## src/rtl/fir_tap_feeder_if.sv

```systemverilog
`default_nettype none
// +----------------------------------------------------------------------------+
// | Module   : fir_tap_feeder_if                                               |
// | Brief    : Sample stream, coefficient load and tap-bus bundle for the      |
// |            FIR tap feeder.                                                 |
// | Revision : 1.0  initial release                                            |
// +----------------------------------------------------------------------------+
interface fir_tap_feeder_if #(
  parameter int SAMPLE_WIDTH = 16,
  parameter int COEFF_WIDTH  = 8,
  parameter int NUM_TAPS     = 37,
  parameter int ADDR_WIDTH   = $clog2(NUM_TAPS)
);
  logic                           s_valid;
  logic                           s_ready;
  logic signed [SAMPLE_WIDTH-1:0] s_data;
  logic                           flush;
  logic                           coef_we;
  logic        [ADDR_WIDTH-1:0]   coef_addr;
  logic signed [COEFF_WIDTH-1:0]  coef_wdata;
  logic                           coef_commit;
  logic                           coef_pending;
  logic signed [SAMPLE_WIDTH-1:0] samples [0:NUM_TAPS-1];
  logic signed [COEFF_WIDTH-1:0]  coeffs  [0:NUM_TAPS-1];
  logic                           valid_out;

  modport master (
    output s_valid, s_data, flush, coef_we, coef_addr, coef_wdata, coef_commit,
    input  s_ready, coef_pending, samples, coeffs, valid_out
  );

  modport slave (
    input  s_valid, s_data, flush, coef_we, coef_addr, coef_wdata, coef_commit,
    output s_ready, coef_pending, samples, coeffs, valid_out
  );
endinterface
`default_nettype wire

```

## src/rtl/fir_tap_feeder.sv

```systemverilog
`default_nettype none
// +----------------------------------------------------------------------------+
// | Module   : fir_tap_feeder                                                  |
// | Brief    : Tap delay line, double-buffered coefficient bank and decimated  |
// |            valid strobe feeding the adder-tree FIR.                        |
// |            Optional macro FIR_FEEDER_WARMUP_MASK_EN masks valid_out until  |
// |            the delay line is filled with real samples.                     |
// | Revision : 1.0  initial release                                            |
// +----------------------------------------------------------------------------+
module fir_tap_feeder #(
  parameter int SAMPLE_WIDTH = 16,
  parameter int COEFF_WIDTH  = 8,
  parameter int NUM_TAPS     = 37,
  parameter int DECIM        = 1,
  parameter int ADDR_WIDTH   = $clog2(NUM_TAPS)
) (
  input  wire logic          clk,
  input  wire logic          rst,
  fir_tap_feeder_if.slave    bus
);

  localparam int                     PHASE_WIDTH = (DECIM > 1) ? $clog2(DECIM) : 1;
  localparam logic [PHASE_WIDTH-1:0] PHASE_LAST  = PHASE_WIDTH'(DECIM - 1);

  typedef enum logic [0:0] {
    ST_IDLE    = 1'b0,
    ST_PENDING = 1'b1
  } coef_state_t;

  logic                           accept;
  logic                           warm;
  logic signed [SAMPLE_WIDTH-1:0] samples_q [0:NUM_TAPS-1];
  logic signed [SAMPLE_WIDTH-1:0] samples_d [0:NUM_TAPS-1];
  logic signed [COEFF_WIDTH-1:0]  shadow_q  [0:NUM_TAPS-1];
  logic signed [COEFF_WIDTH-1:0]  shadow_d  [0:NUM_TAPS-1];
  logic signed [COEFF_WIDTH-1:0]  active_q  [0:NUM_TAPS-1];
  logic signed [COEFF_WIDTH-1:0]  active_d  [0:NUM_TAPS-1];
  logic [PHASE_WIDTH-1:0]         phase_q, phase_d;
  logic                           valid_out_q, valid_out_d;
  coef_state_t                    state_q, state_d;

  assign bus.s_ready = ~bus.flush;
  assign accept      = bus.s_valid & ~bus.flush;

  always_comb begin
    samples_d = samples_q;
    if (bus.flush) begin
      samples_d = '{default: '0};
    end else if (accept) begin
      samples_d[0] = bus.s_data;
      for (int i = 1; i < NUM_TAPS; i++) begin
        samples_d[i] = samples_q[i-1];
      end
    end
  end

  always_comb begin
    phase_d = phase_q;
    if (bus.flush) begin
      phase_d = '0;
    end else if (accept) begin
      phase_d = (phase_q == PHASE_LAST) ? '0 : phase_q + 1'b1;
    end
  end

`ifdef FIR_FEEDER_WARMUP_MASK_EN
  localparam int                    FILL_WIDTH = $clog2(NUM_TAPS + 1);
  localparam logic [FILL_WIDTH-1:0] FILL_FULL  = FILL_WIDTH'(NUM_TAPS);
  localparam logic [FILL_WIDTH-1:0] FILL_WARM  = FILL_WIDTH'(NUM_TAPS - 1);

  logic [FILL_WIDTH-1:0] fill_q, fill_d;

  always_comb begin
    fill_d = fill_q;
    if (bus.flush) begin
      fill_d = '0;
    end else if (accept && (fill_q != FILL_FULL)) begin
      fill_d = fill_q + 1'b1;
    end
  end

  // This accept is the NUM_TAPS-th real sample once NUM_TAPS-1 are already held.
  assign warm = (fill_q >= FILL_WARM);

  always_ff @(posedge clk or posedge rst) begin
    if (rst) begin
      fill_q <= '0;
    end else begin
      fill_q <= fill_d;
    end
  end
`else
  assign warm = 1'b1;
`endif

  assign valid_out_d = accept & (phase_q == PHASE_LAST) & warm;

  // Shadow writes are only taken in IDLE so a pending bank cannot change under us;
  // the swap shares the accepting edge with the delay-line shift.
  always_comb begin
    shadow_d = shadow_q;
    active_d = active_q;
    state_d  = state_q;
    case (state_q)
      ST_IDLE: begin
        if (bus.coef_we) begin
          for (int k = 0; k < NUM_TAPS; k++) begin
            if (bus.coef_addr == ADDR_WIDTH'(k)) begin
              shadow_d[k] = bus.coef_wdata;
            end
          end
        end
        if (bus.coef_commit) begin
          state_d = ST_PENDING;
        end
      end
      ST_PENDING: begin
        if (accept) begin
          active_d = shadow_q;
          state_d  = ST_IDLE;
        end
      end
      default: state_d = ST_IDLE;
    endcase
  end

  always_ff @(posedge clk or posedge rst) begin
    if (rst) begin
      samples_q   <= '{default: '0};
      shadow_q    <= '{default: '0};
      active_q    <= '{default: '0};
      phase_q     <= '0;
      valid_out_q <= 1'b0;
      state_q     <= ST_IDLE;
    end else begin
      samples_q   <= samples_d;
      shadow_q    <= shadow_d;
      active_q    <= active_d;
      phase_q     <= phase_d;
      valid_out_q <= valid_out_d;
      state_q     <= state_d;
    end
  end

  assign bus.samples      = samples_q;
  assign bus.coeffs       = active_q;
  assign bus.valid_out    = valid_out_q;
  assign bus.coef_pending = (state_q == ST_PENDING);

endmodule
`default_nettype wire

```

## src/flat_wrapper.sv

```systemverilog
// flat-port wrapper written by rule: the top's interface ports become plain ports
module fir_tap_feeder_flat 
#(
  parameter int SAMPLE_WIDTH = 16,
  parameter int COEFF_WIDTH  = 8,
  parameter int NUM_TAPS     = 37,
  parameter int DECIM        = 1,
  parameter int ADDR_WIDTH   = $clog2(NUM_TAPS)
)
  (clk, rst, bus_s_valid, bus_s_data, bus_flush, bus_coef_we, bus_coef_addr, bus_coef_wdata, bus_coef_commit, bus_s_ready, bus_coef_pending, bus_samples, bus_coeffs, bus_valid_out);
  fir_tap_feeder_if #(.SAMPLE_WIDTH(SAMPLE_WIDTH), .COEFF_WIDTH(COEFF_WIDTH), .NUM_TAPS(NUM_TAPS), .ADDR_WIDTH(ADDR_WIDTH)) bus_i ();
  input  wire logic clk;
  input  wire logic rst;
  input wire logic [$bits(bus_i.s_valid)-1:0] bus_s_valid;
  input wire logic [$bits(bus_i.s_data)-1:0] bus_s_data;
  input wire logic [$bits(bus_i.flush)-1:0] bus_flush;
  input wire logic [$bits(bus_i.coef_we)-1:0] bus_coef_we;
  input wire logic [$bits(bus_i.coef_addr)-1:0] bus_coef_addr;
  input wire logic [$bits(bus_i.coef_wdata)-1:0] bus_coef_wdata;
  input wire logic [$bits(bus_i.coef_commit)-1:0] bus_coef_commit;
  output wire logic [$bits(bus_i.s_ready)-1:0] bus_s_ready;
  output wire logic [$bits(bus_i.coef_pending)-1:0] bus_coef_pending;
  output wire logic [$bits(bus_i.samples)-1:0] bus_samples;
  output wire logic [$bits(bus_i.coeffs)-1:0] bus_coeffs;
  output wire logic [$bits(bus_i.valid_out)-1:0] bus_valid_out;
  assign bus_i.s_valid = bus_s_valid;
  assign bus_i.s_data = bus_s_data;
  assign bus_i.flush = bus_flush;
  assign bus_i.coef_we = bus_coef_we;
  assign bus_i.coef_addr = bus_coef_addr;
  assign bus_i.coef_wdata = bus_coef_wdata;
  assign bus_i.coef_commit = bus_coef_commit;
  assign bus_s_ready = bus_i.s_ready;
  assign bus_coef_pending = bus_i.coef_pending;
  assign bus_samples = {>>{bus_i.samples}};
  assign bus_coeffs = {>>{bus_i.coeffs}};
  assign bus_valid_out = bus_i.valid_out;
  fir_tap_feeder #(.SAMPLE_WIDTH(SAMPLE_WIDTH), .COEFF_WIDTH(COEFF_WIDTH), .NUM_TAPS(NUM_TAPS), .DECIM(DECIM), .ADDR_WIDTH(ADDR_WIDTH)) u_core (.clk(clk), .rst(rst), .bus(bus_i));
endmodule
```

## config.mk

```make
export PLATFORM = sky130hd
export DESIGN_NAME = fir_tap_feeder_flat
export DESIGN_NICKNAME = d
export VERILOG_FILES = /design/src/rtl/fir_tap_feeder_if.sv /design/src/rtl/fir_tap_feeder.sv /design/src/flat_wrapper.sv
export SDC_FILE = /design/constraint.sdc
export NUM_CORES = 2
export LEC_CHECK = 0
export CORE_AREA = 8 8 358 360
export CTS_CLUSTER_DIAMETER = 60
export CTS_CLUSTER_SIZE = 28
export DETAILED_ROUTE_END_ITERATION = 8
export DIE_AREA = 0 0 366 368
export GPL_TIMING_DRIVEN = 0
export MAX_ROUTING_LAYER = met4
export PLACE_DENSITY = 0.75
export SLEW_MARGIN = 15
export SYNTH_ARGS = -nofsm -noshare
export SYNTH_HDL_FRONTEND = slang
export SYNTH_SLANG_ARGS = --single-unit
```

## constraint.sdc

```tcl
create_clock -name clk -period 44.3 [get_ports clk]
set_clock_uncertainty 0.1 [all_clocks]
set_input_delay 8.86 -clock clk [delete_from_list [all_inputs] [get_ports clk]]
set_output_delay 8.86 -clock clk [all_outputs]
set_load 0.005 [all_outputs]
```

## Yosys cells after proc, flatten, opt, wreduce, memory -nomap -nowiden

Index checks and enable logic that the tools add are counted.

- Mux-type cells: 8
- Reductions and logical operators: 40
- Equal/unequal tests: 36
- Bitwise gates (word level): 5
- Add/sub/neg operators: 1

Operators with widths:

| kind | count |
|---|---|
| $mux W592 | 2 |
| $reduce_and A3 Y1 | 37 |
| $eq A6 B5 Y1 const B | 16 |
| $eq A6 B4 Y1 const B | 8 |
| $eq A6 B6 Y1 const B | 5 |
| $eq A6 B3 Y1 const B | 4 |
| $eq A6 B2 Y1 const B | 2 |
| $eq A6 B1 Y1 const B | 1 |
| $logic_not A6 Y1 | 1 |
| $mux W1 | 5 |
| $not A1 Y1 | 3 |
| $and A1 B1 Y1 | 2 |
| $pmux W1 S2 | 1 |
| $reduce_and A2 Y1 | 1 |
| $reduce_bool A2 Y1 | 1 |
| $add A1 B1 Y1 const B | 1 |

- Word-level logic and storage cells: 204
- Bits of input ports: 36
- Output and inout bits: 891
- Bits in registers: 1,187

## Longest topological paths before layout

- Depth after elaboration: 4
- Mapped depth: 6

## Worst setup path before layout

OpenSTA, ideal clock, no wires.

- Path kind: input port to output port
- From: input bus_flush
- To: output bus_s_ready
- Cell stages on the path: 4
- Path slack: 25,613 ps
- Data arrival time: 9,727 ps
- Data required time: 35,340 ps
- Path buffers: 3
- Cells stage by stage: clkbuf_1 clkbuf_1 clkbuf_1 inv_1

- Word-level cells in the longest chain between the ends: 1

RTL lines:

| item | line | source |
|---|---|---|
| from (decl) | flat_wrapper.sv:16 | `input wire logic [$bits(bus_i.flush)-1:0] bus_flush;` |
| $not A1 Y1 | fir_tap_feeder.sv:42 | `assign bus.s_ready = ~bus.flush;` |
| to (decl) | flat_wrapper.sv:21 | `output wire logic [$bits(bus_i.s_ready)-1:0] bus_s_ready;` |

Every way passes these cells.

## Worst setup path after layout

Ends and elaborated chain as after synthesis.

==> impl_metrics.py <==
metrics = {
    "synthesis": {
        "yosys_warnings": 0,
        "ys_ff_latch": 1186,
        "yosys_most_used_dff": "dfrtp_1",
        "synth_top_cell_by_area": "dfrtp_1",
        "syn_area_um2": 45800,
        "async_reset_ff_share_pct": 100,
        "ys_seq_area_share_pct": 64.7,
        "synth_nets": 3267,
        "synth_enable_flop_cells": 0,
        "yosys.area.top_type_share_pct": 64.7,
        "postSynthAreaPerCell_um2": 14.2,
        "synth_cells": 3231,
        "synth_area_leaders": "dfrtp_1, mux2_2, mux2i_1, nor2_1, buf_2",
        "ys_types": 28,
    },
    "cells_and_area": {
        "fin_cells": 5979,
        "syn_to_final_growth_pct": 32.7,
        "nFillCells": 10500,
        "most-common-layout-cells": "dfrtp_1, clkdlybuf4s50_1, nor2_1, mux2_2, mux2i_1",
        "final_net_count": 4291,
        "layout_commonest_cell": "dfrtp_1",
        "drive_above_1_share_pct": 20.9,
    },
    "pwr": {
        "power_per_cell_area_nw_per_um2": 37.6,
        "p_leak_uw": 0.0296,
        "max-vdd-ir-drop_uv": 36.3,
        "p_total_uw": 2290,
    },
    "clock_tree": {
        "cts.path.max_buffers": 3,
        "post_cts_resized": 0,
        "path_clk_slew_ns": 0.08,
        "post_cts_buffers": 0,
        "cts.htree.levels": 3,
        "cts_root_buf": "clkbuf_16",
        "cts_hold_buf": 0,
        "insertion_delay_ns": 0.68,
        "cts_tree": "built",
        "cts_sinks": 1186,
        "numCtsBuffers": 97,
    },
    "route": {
        "drc_errors": 0,
        "top_layer": "met4",
        "vias": 30400,
        "wl_met1_um": 65500,
        "firstDrtPassIters": 5,
        "viasPerCell": 5.08,
        "wl_um": 158000,
        "wl_per_cell_um": 26.4,
        "ant_nets": 0,
        "route.met2.wl_um": 72700,
        "drtIter0Drc": 2160,
        "wl_met3_um": 10600,
    },
    "timing": {
        "setup_viol": 0,
        "tns_ns": 0,
        "drv_slew": 0,
        "period_share_pct": 45.7,
        "rsz0062_at_grt": "no",
        "timing.hold.ws_ns": 0.396,
        "fin_crit_ns": 20.26,
        "slew_headroom_pct": 21.2,
        "final-hold-violation-count": 0,
        "tightest_slew_ns": 1.18,
        "fmax_mhz": 49.4,
    },
    "global_route": {
        "overflow": 0,
        "grt_use_total_pct": 23.3,
        "antenna_found_initial": 11,
        "grt_max_degree": 118,
        "grt_pass1_vias": 31300,
        "grt_pass1_wl_um": 229000,
    },
    "setup_path": {
        "crit_chain": "clkbuf_1 > clkbuf_1 > clkbuf_1 > inv_1 > clkdlybuf4s50_1",
        "path_max_fanout": 10,
        "worstSetupEndpointType": "output port",
        "worstSetupPathType": "primary input to output port",
        "slowest_stage": "clkbuf_1",
        "slowest_delay_ns": 0.71,
        "worst_ep_required_time_ns": 35.34,
        "arrival_ns": 11.30,
        "startpoint_type": "primary input",
        "path_common_cell": "clkbuf_1",
    },
    "run_status": {
        "status": "finished, final reports clean",
    },
    "run": {
        "drv_cap": 0,
    },
    "placement": {
        "post-dp-hpwl_um": 122000,
        "place_inst": 5793,
        "place.gp.congestion": 0.930,
        "port_buffers": 914,
    },
    "die": {
        "ioPinCount": 927,
        "die_height_um": 368,
        "die_w_um": 366,
        "rows": 129,
        "start_util_pct": 37.4,
        "die_area_um2": 135000,
        "core_area_um2": 123000,
    },
    "worst_hold_path": {
        "min_path_type": "register to register",
    },
}
worst paths after layout:
kind | start | endpoint | slack [ns] | depth (start not counted)
max | bus_flush | bus_s_ready | 24.04 | 5
min | u_core.shadow_q[68] | u_core.bus.coeffs[68] | 0.40 | 1
max reg2reg | u_core.bus.coef_pending | u_core.bus.coeffs[103] | 41.47 | 4
min reg2reg | u_core.shadow_q[68] | u_core.bus.coeffs[68] | 0.40 | 1
max in group asynchronous | rst | u_core.bus.samples[493] | 33.16 | 6
min in group asynchronous | rst | u_core.shadow_q[57] | 8.52 | 2
logic make-up (layout without fill, tap and decap cells):
logic type / after synthesis / count (layout) / synth area share, %
flip-flops: 1186 / 1186 / 64.7
multiplexers: 1184 / 1184 / 27.5
AND/OR/NAND/NOR: 647 / 647 / 5.76
buffers and inverters: 213 / 1317 / 2.02
AO/OA/AOI/OAI: 1 / 1 / 0.0164
other: 0 / 7 / 0
state kept, by name (all words and copies together), names as in the netlist:
| register | cells |
|---|---|
| u_core.bus.coeffs | 296 |
| u_core.bus.coef_pending | 1 |
| u_core.bus.valid_out | 1 |
| u_core.bus.samples | 592 |
| u_core.shadow_q | 296 |
Yosys cell counts, types with 2 or more instances:
library cell,count
nand3_1,11
nor3_2,2
nor2_1,594
nand2_1,6
clkbuf_1,99
nor2b_1,5
inv_1,2
nor3_4,2
buf_2,99
nand3_2,8
buf_1,12
nand4_1,4
mux2i_1,592
and4_1,4
nor2_2,2
dfrtp_1,1186
mux2_2,592
critical path: cells and delay by family:
kind,cells,cell delay (ns)
buffers and inverters,5,2.41
layer usage:
| layer | up-vias | track usage, % |
|---|---|---|
| met5 | - | - |
| met4 | 0 | 11.3 |
| met3 | 314 | 5.94 |
| met2 | 1046 | 35.8 |
| met1 | 15900 | 28.9 |
| li1 | 13100 | - |
final cells by class:
cell class | instances | area (µm²) | share of cell area [%]
diodes | 7 | 17.5 | 0.0288
plain buffers | 211 | 926 | 1.52
clock buffers | 106 | 2540 | 4.18
clock inverters | 73 | 900 | 1.48
inverters | 2 | 15.0 | 0.0247
multi-input cells | 1832 | 15200 | 25.1
flip-flops and latches | 1186 | 29700 | 48.8
well taps | 1637 | 2050 | 3.37
repair buffers | 925 | 9450 | 15.5
stage by stage:
step,utilization [%],setup WS [ns],cell area (µm²)
floorplan,-,1.93,45800
global placement,46.5,-10.87,57000
detailed placement,46.8,23.97,57400
CTS,49.6,23.98,60800
global route,49.6,23.93,60800
finish,49.6,24.04,60800
where the power goes:
group	internal [µW]	switching (µW)
clock network	473	450
logic	102	105
registers	1130	28.3
total	1700	584
(Power assumes the default switching activity.)
